==> config.mk <==
export PLATFORM = sky130hd
export DESIGN_NAME = ps2_rx_fifo
export DESIGN_NICKNAME = d
export VERILOG_FILES = /design/src/rtl/ps2_rx_fifo.sv
export SDC_FILE = /design/constraint.sdc
export NUM_CORES = 1
export LEC_CHECK = 0
export CORE_ASPECT_RATIO = 0.9
export CORE_MARGIN = 5
export CORE_UTILIZATION = 44
export CTS_CLUSTER_DIAMETER = 100
export CTS_CLUSTER_SIZE = 20
export DETAILED_ROUTE_END_ITERATION = 8
export GPL_ROUTABILITY_DRIVEN = 0
export GPL_TIMING_DRIVEN = 0
export PLACE_DENSITY = 0.69
export SETUP_SLACK_MARGIN = 0.5
export SLEW_MARGIN = 20
export SYNTH_ARGS = -nofsm -noshare
export SYNTH_HDL_FRONTEND = slang
export SYNTH_SLANG_ARGS = --single-unit
==> constraint.sdc <==
create_clock -name CLK -period 7 [get_ports CLK]
set_input_delay 0.7 -clock CLK [delete_from_list [all_inputs] [get_ports CLK]]
set_output_delay 0.7 -clock CLK [all_outputs]
set_load 0.01 [all_outputs]
==> src/rtl/ps2_rx_fifo.sv <==
// ps2_rx_fifo
//   PS/2 device-to-host receiver with glitch filter, frame timeout and a
//   show-ahead receive FIFO. Single clock domain (CLK); both PS/2 lines are
//   treated as asynchronous and are synchronised before use.
//
//   Ports
//     CLK, RESET           system clock, synchronous active-high reset
//     CLK_PS2_IN           raw PS/2 clock line
//     DATA_PS2_IN          raw PS/2 data line
//     READ_ENABLE          allows a new frame to start (does not abort one)
//     POP                  dequeue FIFO head (ignored when empty)
//     CLEAR_OVERFLOW       clear sticky OVERFLOW (a new overflow wins)
//     BYTE_OUT, ERR_OUT    FIFO head: data byte, {stop_err, parity_err}
//     EMPTY, FULL, COUNT   FIFO status / occupancy
//     OVERFLOW             sticky, set when a received byte was dropped
//     TIMEOUT              one-cycle pulse when a partial frame is abandoned
//
//   state  | meaning
//   -------+-----------------------------------------------
//   IDLE   | waiting for a start bit (data=0 on a fall)
//   DATA   | shifting in 8 data bits, LSB first
//   PARITY | checking the odd-parity bit
//   STOP   | checking the stop bit, pushing the frame
module ps2_rx_fifo #(
  parameter int FILTER_LEN     = 8,
  parameter int TIMEOUT_CYCLES = 100000,
  parameter int FIFO_DEPTH     = 4
) (
  input  logic                          CLK,
  input  logic                          RESET,
  input  logic                          CLK_PS2_IN,
  input  logic                          DATA_PS2_IN,
  input  logic                          READ_ENABLE,
  input  logic                          POP,
  input  logic                          CLEAR_OVERFLOW,
  output logic [7:0]                    BYTE_OUT,
  output logic [1:0]                    ERR_OUT,
  output logic                          EMPTY,
  output logic                          FULL,
  output logic [$clog2(FIFO_DEPTH):0]   COUNT,
  output logic                          OVERFLOW,
  output logic                          TIMEOUT
);

  localparam int FLT_W = (FILTER_LEN > 1) ? $clog2(FILTER_LEN) : 1;
  localparam int TO_W  = (TIMEOUT_CYCLES > 1) ? $clog2(TIMEOUT_CYCLES) : 1;
  localparam int AW    = $clog2(FIFO_DEPTH);
  localparam int CW    = AW + 1;

  typedef enum logic [1:0] {
    S_IDLE   = 2'd0,
    S_DATA   = 2'd1,
    S_PARITY = 2'd2,
    S_STOP   = 2'd3
  } state_t;

  // synchronisers, reset to the idle-high bus level
  logic r_clk_s1, r_clk_s2, r_dat_s1, r_dat_s2;

  always_ff @(posedge CLK) begin
    if (RESET) begin
      r_clk_s1 <= 1'b1;
      r_clk_s2 <= 1'b1;
      r_dat_s1 <= 1'b1;
      r_dat_s2 <= 1'b1;
    end else begin
      r_clk_s1 <= CLK_PS2_IN;
      r_clk_s2 <= r_clk_s1;
      r_dat_s1 <= DATA_PS2_IN;
      r_dat_s2 <= r_dat_s1;
    end
  end

  // Glitch filter: count consecutive samples that disagree with the current
  // filtered level; for a 1-bit signal these are all identical, so the level
  // flips after FILTER_LEN of them in a row.
  logic [FLT_W-1:0] r_filt_cnt;
  logic             r_clk_filt;
  logic             w_filt_done;
  logic             w_fall;

  assign w_filt_done = (r_filt_cnt == FLT_W'(FILTER_LEN - 1));
  // asserted in the cycle the filtered clock is about to go 1 -> 0
  assign w_fall      = r_clk_filt & ~r_clk_s2 & w_filt_done;

  always_ff @(posedge CLK) begin
    if (RESET) begin
      r_filt_cnt <= '0;
      r_clk_filt <= 1'b1;
    end else if (r_clk_s2 == r_clk_filt) begin
      r_filt_cnt <= '0;
    end else if (w_filt_done) begin
      r_filt_cnt <= '0;
      r_clk_filt <= r_clk_s2;
    end else begin
      r_filt_cnt <= r_filt_cnt + 1'b1;
    end
  end

  // frame FSM
  state_t           r_state, w_state_nxt;
  logic [7:0]       r_shift;
  logic [2:0]       r_bit_cnt;
  logic             r_par_err;
  logic [TO_W-1:0]  r_to_cnt;
  logic             r_timeout;
  logic             w_start;
  logic             w_push;
  logic             w_timeout;

  always_ff @(posedge CLK) begin
    if (RESET) r_state <= S_IDLE;
    else       r_state <= w_state_nxt;
  end

  always_comb begin
    w_state_nxt = r_state;
    w_start     = 1'b0;
    w_push      = 1'b0;
    w_timeout   = 1'b0;
    case (r_state)
      S_IDLE: begin
        if (w_fall && !r_dat_s2 && READ_ENABLE) begin
          w_state_nxt = S_DATA;
          w_start     = 1'b1;
        end
      end
      S_DATA: begin
        if (w_fall && (r_bit_cnt == 3'd7)) w_state_nxt = S_PARITY;
      end
      S_PARITY: begin
        if (w_fall) w_state_nxt = S_STOP;
      end
      S_STOP: begin
        if (w_fall) begin
          w_state_nxt = S_IDLE;
          w_push      = 1'b1;
        end
      end
      default: w_state_nxt = S_IDLE;
    endcase
    // A fall in the same cycle restarts the idle count, so it takes priority.
    if ((r_state != S_IDLE) && !w_fall &&
        (r_to_cnt == TO_W'(TIMEOUT_CYCLES - 1))) begin
      w_state_nxt = S_IDLE;
      w_timeout   = 1'b1;
    end
  end

  always_ff @(posedge CLK) begin
    if (RESET) begin
      r_shift   <= '0;
      r_bit_cnt <= '0;
      r_par_err <= 1'b0;
      r_to_cnt  <= '0;
      r_timeout <= 1'b0;
    end else begin
      r_timeout <= w_timeout;
      if ((r_state == S_IDLE) || w_fall || w_timeout) r_to_cnt <= '0;
      else                                            r_to_cnt <= r_to_cnt + 1'b1;
      if (w_start) begin
        r_shift   <= '0;
        r_bit_cnt <= '0;
        r_par_err <= 1'b0;
      end else if (w_fall && (r_state == S_DATA)) begin
        r_shift   <= {r_dat_s2, r_shift[7:1]};
        r_bit_cnt <= r_bit_cnt + 1'b1;
      end else if (w_fall && (r_state == S_PARITY)) begin
        r_par_err <= (r_dat_s2 != ~^r_shift);
      end
    end
  end

  // receive FIFO
  logic [9:0]     r_mem [FIFO_DEPTH];
  logic [AW-1:0]  r_wr_ptr, r_rd_ptr;
  logic [CW-1:0]  r_count;
  logic           r_overflow;
  logic           w_full, w_empty;
  logic           w_do_pop, w_do_push, w_ovf_set;
  logic [9:0]     w_push_word;
  logic [9:0]     w_head;

  assign w_full      = (r_count == CW'(FIFO_DEPTH));
  assign w_empty     = (r_count == '0);
  assign w_do_pop    = POP && !w_empty;
  // a pop in the same cycle frees the slot even when full
  assign w_do_push   = w_push && (!w_full || w_do_pop);
  assign w_ovf_set   = w_push && w_full && !w_do_pop;
  // stop error is evaluated live on the stop-bit fall
  assign w_push_word = {~r_dat_s2, r_par_err, r_shift};

  always_ff @(posedge CLK) begin
    if (w_do_push) r_mem[r_wr_ptr] <= w_push_word;
  end

  always_ff @(posedge CLK) begin
    if (RESET) begin
      r_wr_ptr   <= '0;
      r_rd_ptr   <= '0;
      r_count    <= '0;
      r_overflow <= 1'b0;
    end else begin
      if (w_do_push) r_wr_ptr <= r_wr_ptr + 1'b1;
      if (w_do_pop)  r_rd_ptr <= r_rd_ptr + 1'b1;
      case ({w_do_push, w_do_pop})
        2'b10:   r_count <= r_count + 1'b1;
        2'b01:   r_count <= r_count - 1'b1;
        default: r_count <= r_count;
      endcase
      if (w_ovf_set)           r_overflow <= 1'b1;
      else if (CLEAR_OVERFLOW) r_overflow <= 1'b0;
    end
  end

  // storage is not reset, so the head is masked while empty
  assign w_head   = w_empty ? 10'd0 : r_mem[r_rd_ptr];
  assign BYTE_OUT = w_head[7:0];
  assign ERR_OUT  = w_head[9:8];
  assign EMPTY    = w_empty;
  assign FULL     = w_full;
  assign COUNT    = r_count;
  assign OVERFLOW = r_overflow;
  assign TIMEOUT  = r_timeout;

endmodule
---- Word-level counts from Yosys, hierarchy flattened ----
Memories as Yosys holds them, arrays and structs flattened. A register that Yosys moved wholly into a read port is not among the register bits.
Cells that the tools add are included.
cells by class
  $add $sub $neg .......................... 7
  equality and inequality tests ........... 15
  multiplexer cells ....................... 18
  bitwise logic cells ..................... 6
  reductions and logical operators ........ 32
operators by type and width
  cell                                                 count
  adder 17 x 1 -> 17 bit, second input constant        1
  equality test 17 bit, second input constant          1
  two-way mux 2 bit                                    6
  logical AND 1 bit                                    11
  two-way mux 10 bit                                   1
  adder 3 x 1 -> 3 bit, second input constant          3
  equality test 3 bit, second input constant           3
  two-way mux 1 bit                                    9
  inequality test 2 bit, second input constant         4
  case mux 2 bit (4 select lines)                      1
  XNOR reduction 8 bit                                 1
  equality test 2 bit, second input constant           3
  case mux 3 bit (2 select lines)                      1
  nonzero test 2 bit                                   3
  OR reduction 2 bit                                   3
  logical NOT 1 bit                                    5
  adder 2 x 1 -> 2 bit, second input constant          2
  equality test 2 x 1 -> 1 bit, second input constant  2
  inverter 1 bit                                       4
  AND reduction 2 bit                                  2
  AND reduction 4 bit                                  1
  logical NOT 3 bit                                    1
  logical OR 1 bit                                     3
  OR reduction 3 bit                                   1
  other kinds (5)                                      6
word-level totals
  register bits after elaboration ......... 48
  RAM bits ................................ 40
  output and inout port bits .............. 17
  word-level logic and storage cells ...... 95
  memories kept ........................... 1
memories
  memory  words  bits a word  rd ports  clocked after memory_dff  write ports  RTL line  RTL
  r_mem   4      10           1         1                         1            175       logic [9:0] r_mem [FIFO_DEPTH];

---- Longest topological paths before layout ----
Gate-level depths: netlist of run 1.
  depth in word-level cells ............... 9
  gate-level depth with buffers ........... 9
  gate-level depth less buffers ........... 8

---- Worst setup path before layout of run 1 ----
Ideal clock, no wire load.
  path kind ............................... input to register
  start ................................... input port POP
  end ..................................... register r_count[2] (netlist: COUNT[2])
  library setup time ...................... 0.134 ns
  data arrival time ....................... 2.277 ns
  required time ........................... 6.866 ns
  slack ................................... 4.589 ns
  stages on the path ...................... 8
  buffers on the path ..................... 1
  cells stage by stage .................... clkbuf_1 inv_1 nor2_1 nand2_1 fa_1 or3_1 a31oi_1 a21oi_1
on the way
  cells in the longest elaborated chain, start to end .. 5
  elaborated cells on any way between the ends .. 7
  those cells by class .................... 2 x eq/ne; 1 x mux; 4 x reduce/logical
ends and longest elaborated chain
  what                                                                   RTL line  RTL
  from (decl)                                                            34        input logic POP,
  logical AND 1 bit *                                                    186       assign w_do_pop = POP && !w_empty;
  logical OR 1 bit                                                       188       assign w_do_push = w_push && (!w_full || w_do_pop);
  logical AND 1 bit                                                      188
  equality test 2 x 1 -> 1 bit or equality test 2 bit (tied branches)    206       case ({w_do_push, w_do_pop})
  case mux 3 bit (2 select lines) or nonzero test 2 bit (tied branches)  -
  to (signal assigned)                                                   207       2'b10: r_count <= r_count + 1'b1;
  to (signal assigned)                                                   208       2'b01: r_count <= r_count - 1'b1;
  to (signal assigned)                                                   209       default: r_count <= r_count;
  to (decl)                                                              177       logic [CW-1:0] r_count;
Mark *: on every way between the ends. The rest lies on a longest branch, timed or not.
A chain may end at the register's enable or synchronous reset.

==> impl_metrics.py, run 1 <==
metrics = {
    "die": {
        "dieWidth_um": 108,
        "start_util_pct": 45.0,
        "row_count": 32,
        "coreArea_um2": 8530,
        "dieArea_um2": 10700,
        "die_y_um": 98.6,
        "ios": 24,
    },
    "route": {
        "firstDrtPassIters": 4,
        "remaining_drc_errors": 0,
        "routedWlPerCell_um": 13.0,
        "routed_wl_um": 6300,
        "via_count": 2414,
        "viasPerCell": 4.99,
        "drtAntennaViolNets": 0,
        "drtIter0Drc": 123,
    },
    "synthesis": {
        "yosys_register_bits": 90,
        "synthFlopType": "dfxtp_1",
        "synth_edf_count": 40,
        "synth_cell_types": 42,
        "synth_top_area_share_pct": 31.3,
        "yosys_warnings": 0,
        "synthArstFlopShare_pct": 0,
        "syn-cell-area_um2": 3830,
        "postSynthCellCount": 328,
        "synth_nets": 350,
        "yosys.area.top_type": "edfxtp_1",
        "syn_avg_cell_area_um2": 11.7,
        "seq_area_frac_synth_pct": 57.4,
        "synthTopCellsByArea": "edfxtp_1, dfxtp_1, mux4_2, ha_1, and2_1",
    },
    "placement": {
        "port_buffers": 21,
        "placed_area_um2": 4190,
        "hpwl_um": 4510,
        "dp_cells": 468,
    },
    "critical_path": {
        "cp_max_fo": 10,
        "cp-start-kind": "flop",
        "critical_path_class": "flop to output pin",
        "end_kind": "output pin",
        "crit_arrival_ps": 2180,
        "critPathRequiredTime_ps": 6300,
    },
    "clock_tree": {
        "clk_latency_ps": 350,
        "htree_levels": 3,
        "clk_path_buf_depth": 2,
        "clkTransAtPathRegs_ps": 90,
        "ctsResizeCount": 0,
        "tritoncts": "done",
        "cts_buffers": 9,
        "ctsHoldBuffers": 0,
        "cts_setup_buffers": 0,
        "clock_sink_count": 90,
        "cts_root_buffer": "clkbuf_8",
    },
    "sta": {
        "skew_ps": 17.5,
        "finalHoldViolations": 0,
        "fin_crit_sh_pct": 41.2,
        "tns_ps": 0,
        "finalSetupViolCount": 0,
        "slew_headroom_pct": 60.8,
        "period_minus_slack_ps": 2880,
        "slew_violations": 0,
        "rsz0062_at_grt": "no",
        "tightest_slew_ps": 589,
        "max_freq_mhz": 347,
    },
    "pwr": {
        "switchingPower_mw": 0.203,
        "power_density_nw_per_um2": 206,
        "p_seq_share_pct": 61.2,
        "leakagePower_nw": 1.50,
        "p_clk_share_pct": 35.2,
        "internal_power_mw": 0.694,
        "power_switching_share_pct": 22.6,
        "comb_power_share_pct": 3.6,
        "irDropWorstVdd_v": 0.000159,
    },
    "finish": {
        "antenna_cells": 0,
        "layout.nets": 382,
        "stdcell_count": 484,
        "multiInputGateArea_um2": 1520,
        "nFillCells": 743,
        "drive_above_1_share_pct": 10.1,
        "final_area_um2": 4370,
        "areaGrowthSynthToFinish_pct": 13.9,
        "seq_area_um2": 2200,
    },
    "outcome": {
        "status": "completed",
    },
    "global_route": {
        "antenna_found_initial": 0,
        "grt-ovfl-total": 0,
        "grt_pass1_wl_um": 10700,
        "grt_use_total_pct": 12.6,
        "grt_max_degree": 18,
        "grt_pass1_vias": 2314,
    },
    "worst_hold_path": {
        "hp-class": "flop to flop",
    },
    "run": {
        "cap_violations": 0,
    },
}
## cell usage after synthesis (5+ instances only)
cell type   n
dfxtp_1    50
edfxtp_1   40
nand2_1    29
nor2_1     26
and2_1     20
a21oi_1    18
ha_1       14
inv_1      14
xnor2_1    12
nand3_1    11
xor2_1     11
mux4_2     10
clkbuf_1    7
nand4_1     7
and3_1      6
or3_1       6
buf_2       5
o21ai_0     5
or2_2       5
## worst max-delay path, cell delays in order, from the launching register on
cell and delay, ps:
dfxtp_1 310, buf_2 320, mux4_2 560, and2_1 170, clkdlybuf4s50_1 470
## power by group through the flow
| stage | combinational [mW] | clock [mW] | sequential, mW |
|---|---|---|---|
| 6_report | 0.0323 | 0.316 | 0.549 |
| 3_3_place_gp | 0.0311 | 0 | 0.561 |
| 4_1_cts | 0.0325 | 0.327 | 0.549 |
| 5_1_grt | 0.0358 | 0.348 | 0.550 |
| 2_1_floorplan | 0.0238 | 0 | 0.561 |
| 3_5_place_dp | 0.0324 | 0 | 0.561 |
## state kept, by name (all words and copies together), names as in the netlist, 2 cells and up, named ones only
name / cells
COUNT: 3
r_bit_cnt: 3
r_filt_cnt: 3
r_mem: 40
r_rd_ptr: 2
r_shift: 8
r_state: 2
r_to_cnt: 17
r_wr_ptr: 2
## kinds of logic after synthesis
kind of cell,after synthesis,synth area share (%)
AO/OA/AOI/OAI,35,5.55
XOR/XNOR,24,5.84
adder cells (fa/ha/maj),15,5.09
buffers and inverters,27,2.81
flip-flops,90,57.4
multiplexers,13,6.69
AND/OR/NAND/NOR,124,16.6
## metal layers
layer | track usage, % | up-vias | routed length, µm
li1 | - | 1229 | -
met1 | 16.0 | 1147 | 2840
met2 | 21.0 | 34 | 3200
met3 | 3.54 | 4 | 207
met4 | 3.88 | 0 | 53
met5 | 0 | - | 0
## final timing paths
check        cells past startpoint                    end  slack, ps                      from
max                              4            BYTE_OUT[5]       4120                      flop
min reg2reg                      1    r_dat_s2$_SDFF_PP1_        410       r_dat_s1$_SDFF_PP1_
min                              1    r_dat_s2$_SDFF_PP1_        410       r_dat_s1$_SDFF_PP1_
max reg2reg                      9  COUNT[2]$_SDFFE_PP0P_       4470  r_filt_cnt[0]$_SDFF_PP0_
## stage by stage
stage / hold slack [ps] / worst slack [ps] / power [mW] / utilization, %
2_1_floorplan: 389 / 4590 / 0.585 / -
6_report: 411 / 4120 / 0.898 / 51.2
3_5_place_dp: 393 / 4300 / 0.594 / 49.2
3_3_place_gp: 392 / 4420 / 0.592 / 49.2
5_1_grt: 423 / 4000 / 0.934 / 51.2
4_1_cts: 412 / 4080 / 0.908 / 51.2
## layout by cell type, fill, tap and decap left out, types with 8 or more instances in the layout
master / netlist / final
a21oi_1: 18 / 18
and2_1: 20 / 20
clkbuf_1: 7 / 8
clkbuf_8: 0 / 9
clkdlybuf4s50_1: 0 / 21
dfxtp_1: 50 / 50
edfxtp_1: 40 / 40
ha_1: 14 / 14
inv_1: 14 / 14
mux4_2: 10 / 10
nand2_1: 29 / 29
nand3_1: 11 / 11
nor2_1: 26 / 26
xnor2_1: 12 / 12
xor2_1: 11 / 11
## cell type report
cell class                 instances  area share [%]
clock inverter                     6            1.09
clock buffer                      10            2.92
multi-input combinational        211            34.9
sequential                        90            50.4
buffer                            13            1.26
inverter                          14            1.20
tap                              119            3.41
timing repair buffer              21            4.81
Power figures use the tool's default switching activity.
==> run 2, diff against run 1 <==
Settings changed: PLACE_DENSITY 0.69 to 0.71.
Clock period 7 ns to 2.65 ns, I/O delays scaled along.
==> run 2 against run 1 <==
  * Via count increased by 1.9%
  * Clock skew decreased by 2.3 ps
  * Critical path depth is the same
  * Clock power grew to 3.1 times the previous value
  * Sequential share of layout area fell by 1.9 points
  * Setup slack worse by 3500 ps
  * Count of clock-buffer cells in the layout is 1 lower
  * Global-route usage increased by 0.73 points
  * Combinational power rose to 2.9 times the previous value
  * Critical path type unchanged
  * Critical endpoint is now BYTE_OUT[4]
  * Largest power group unchanged
  * Highest routed layer unchanged
==> impl_metrics.py, run 2 (same netlist as run 1, synthesis figures left out) <==
metrics = {
    "sta": {
        "whs_ps": 335,
        "period_minus_slack_ps": 2080,
        "skew_ps": 15.2,
        "finalSetupViolCount": 0,
        "fin_crit_sh_pct": 78.4,
        "rsz0062_at_grt": "yes",
        "slew_headroom_pct": 67.7,
        "slew_violations": 0,
        "max_freq_mhz": 481,
        "finalHoldViolations": 0,
        "tightest_slew_ps": 485,
        "tns_ps": 0,
    },
    "die": {
        "dieArea_um2": 10700,
        "start_util_pct": 45.0,
        "row_count": 32,
        "coreArea_um2": 8530,
        "die_y_um": 98.6,
        "ios": 24,
        "dieWidth_um": 108,
    },
    "pwr": {
        "power_density_nw_per_um2": 555,
        "leakagePower_nw": 1.61,
        "comb_power_share_pct": 3.7,
        "p_clk_share_pct": 39.1,
        "power_switching_share_pct": 23.0,
        "irDropWorstVdd_v": 0.000358,
        "internal_power_mw": 1.95,
        "switchingPower_mw": 0.583,
        "finalPower_mw": 2.53,
        "p_seq_share_pct": 57.3,
    },
    "clock_tree": {
        "clk_path_buf_depth": 2,
        "clock_sink_count": 90,
        "cts_root_buffer": "clkbuf_8",
        "tritoncts": "done",
        "clkTransAtPathRegs_ps": 90,
        "ctsHoldBuffers": 0,
        "clk_latency_ps": 360,
        "htree_levels": 3,
        "cts_buffers": 9,
    },
    "global_route": {
        "grt-ovfl-total": 0,
        "grt_pass1_vias": 2466,
        "antenna_found_initial": 0,
        "grt_max_degree": 19,
        "grt_use_total_pct": 13.4,
        "grt_pass1_wl_um": 11400,
    },
    "worst_hold_path": {
        "hp-class": "input pin to flop",
        "hold_path_depth": 2,
    },
    "critical_path": {
        "cp_max_fo": 5,
        "critPathRequiredTime_ps": 2380,
        "end_kind": "output pin",
        "crit_arrival_ps": 1810,
        "critical_path_class": "flop to output pin",
        "cp-start-kind": "flop",
        "reg2regPathDepth": 8,
    },
    "finish": {
        "mostFrequentLayoutCell": "dfxtp_1",
        "drive_above_1_share_pct": 18.5,
        "largest_reg_flops": 40,
        "reg.largest.list": "r_mem (40), r_to_cnt (17), r_shift (8)",
        "layout_common_cells": "dfxtp_1, edfxtp_1, nand2_1",
        "antenna_cells": 0,
        "regMostFlops": "r_mem",
        "layout.nets": 390,
        "areaGrowthSynthToFinish_pct": 19.0,
        "nFillCells": 733,
    },
    "route": {
        "routedWlPerCell_um": 13.2,
        "drtIter0Drc": 116,
        "remaining_drc_errors": 0,
        "firstDrtPassIters": 4,
        "routed_wl_um": 6520,
        "viasPerCell": 5.00,
        "drtAntennaViolNets": 0,
        "via_count": 2459,
    },
    "outcome": {
        "status": "completed",
    },
    "placement": {
        "hpwl_um": 4460,
        "port_buffers": 21,
    },
    "run": {
        "cap_violations": 0,
    },
}
## run 2: timing repair
item,in CTS,in global routing
setup buffers,3,4
gates cloned,1,0
endpoints found under the setup margin,53,38
pin swaps,4,5
resized for setup,33,13
## run 2: routing by layer
metal,global-route usage (%),wire length [µm],up-vias
met5,0,0,-
met4,4.66,55,0
met3,3.80,209,6
met2,22.0,3300,29
met1,16.8,2950,1182
li1,-,-,1242
## run 2: path summary, 6_finish.rpt
check / startpoint / endpoint / slack (ps)
setup / recovery: flop / BYTE_OUT[4] / 570
hold / removal: RESET / r_filt_cnt[0]$_SDFF_PP0_ / 340
setup reg to reg: COUNT[2]$_SDFFE_PP0P_ / COUNT[1]$_SDFFE_PP0P_ / 590
hold reg to reg: r_dat_s1$_SDFF_PP1_ / r_dat_s2$_SDFF_PP1_ / 420
## run 2: cell type report
cell class | instances | area, µm² | area share, %
Clock buffer | 9 | 124 | 2.72
Tap cell | 119 | 149 | 3.26
Clock inverter | 7 | 96.3 | 2.11
Buffer | 13 | 76.3 | 1.67
Inverter | 14 | 52.6 | 1.15
Sequential cell | 90 | 2210 | 48.5
Timing Repair Buffer | 29 | 287 | 6.28
Multi-Input combinational cell | 211 | 1560 | 34.3
## run 2: stage by stage
| step | area, µm² | setup WS [ps] | utilization, % | cells |
|---|---|---|---|---|
| 2_1_floorplan | 3840 | 506 | - | 328 |
| 3_3_place_gp | 4200 | 390 | 49.2 | 468 |
| 3_5_place_dp | 4200 | 310 | 49.2 | 468 |
| 4_1_cts | 4510 | 500 | 52.8 | 488 |
| 5_1_grt | 4560 | 418 | 53.5 | 492 |
| 6_report | 4560 | 572 | 53.5 | 492 |
## run 2: worst max-delay path, stage by stage, from the launching register on
cell and delay (ps):
dfxtp_4 390, buf_8 130, mux4_2 490, and2_1 170, dlygate4sd2_1 270
## run 2: power by group through the flow
stage	registers (mW)	logic, mW	clock network [mW]
global route	1.45	0.104	1.08
floorplan	1.48	0.0631	0
finish	1.45	0.0927	0.989
CTS	1.45	0.0864	1.02
detailed placement	1.48	0.0858	0
global placement	1.48	0.0824	0
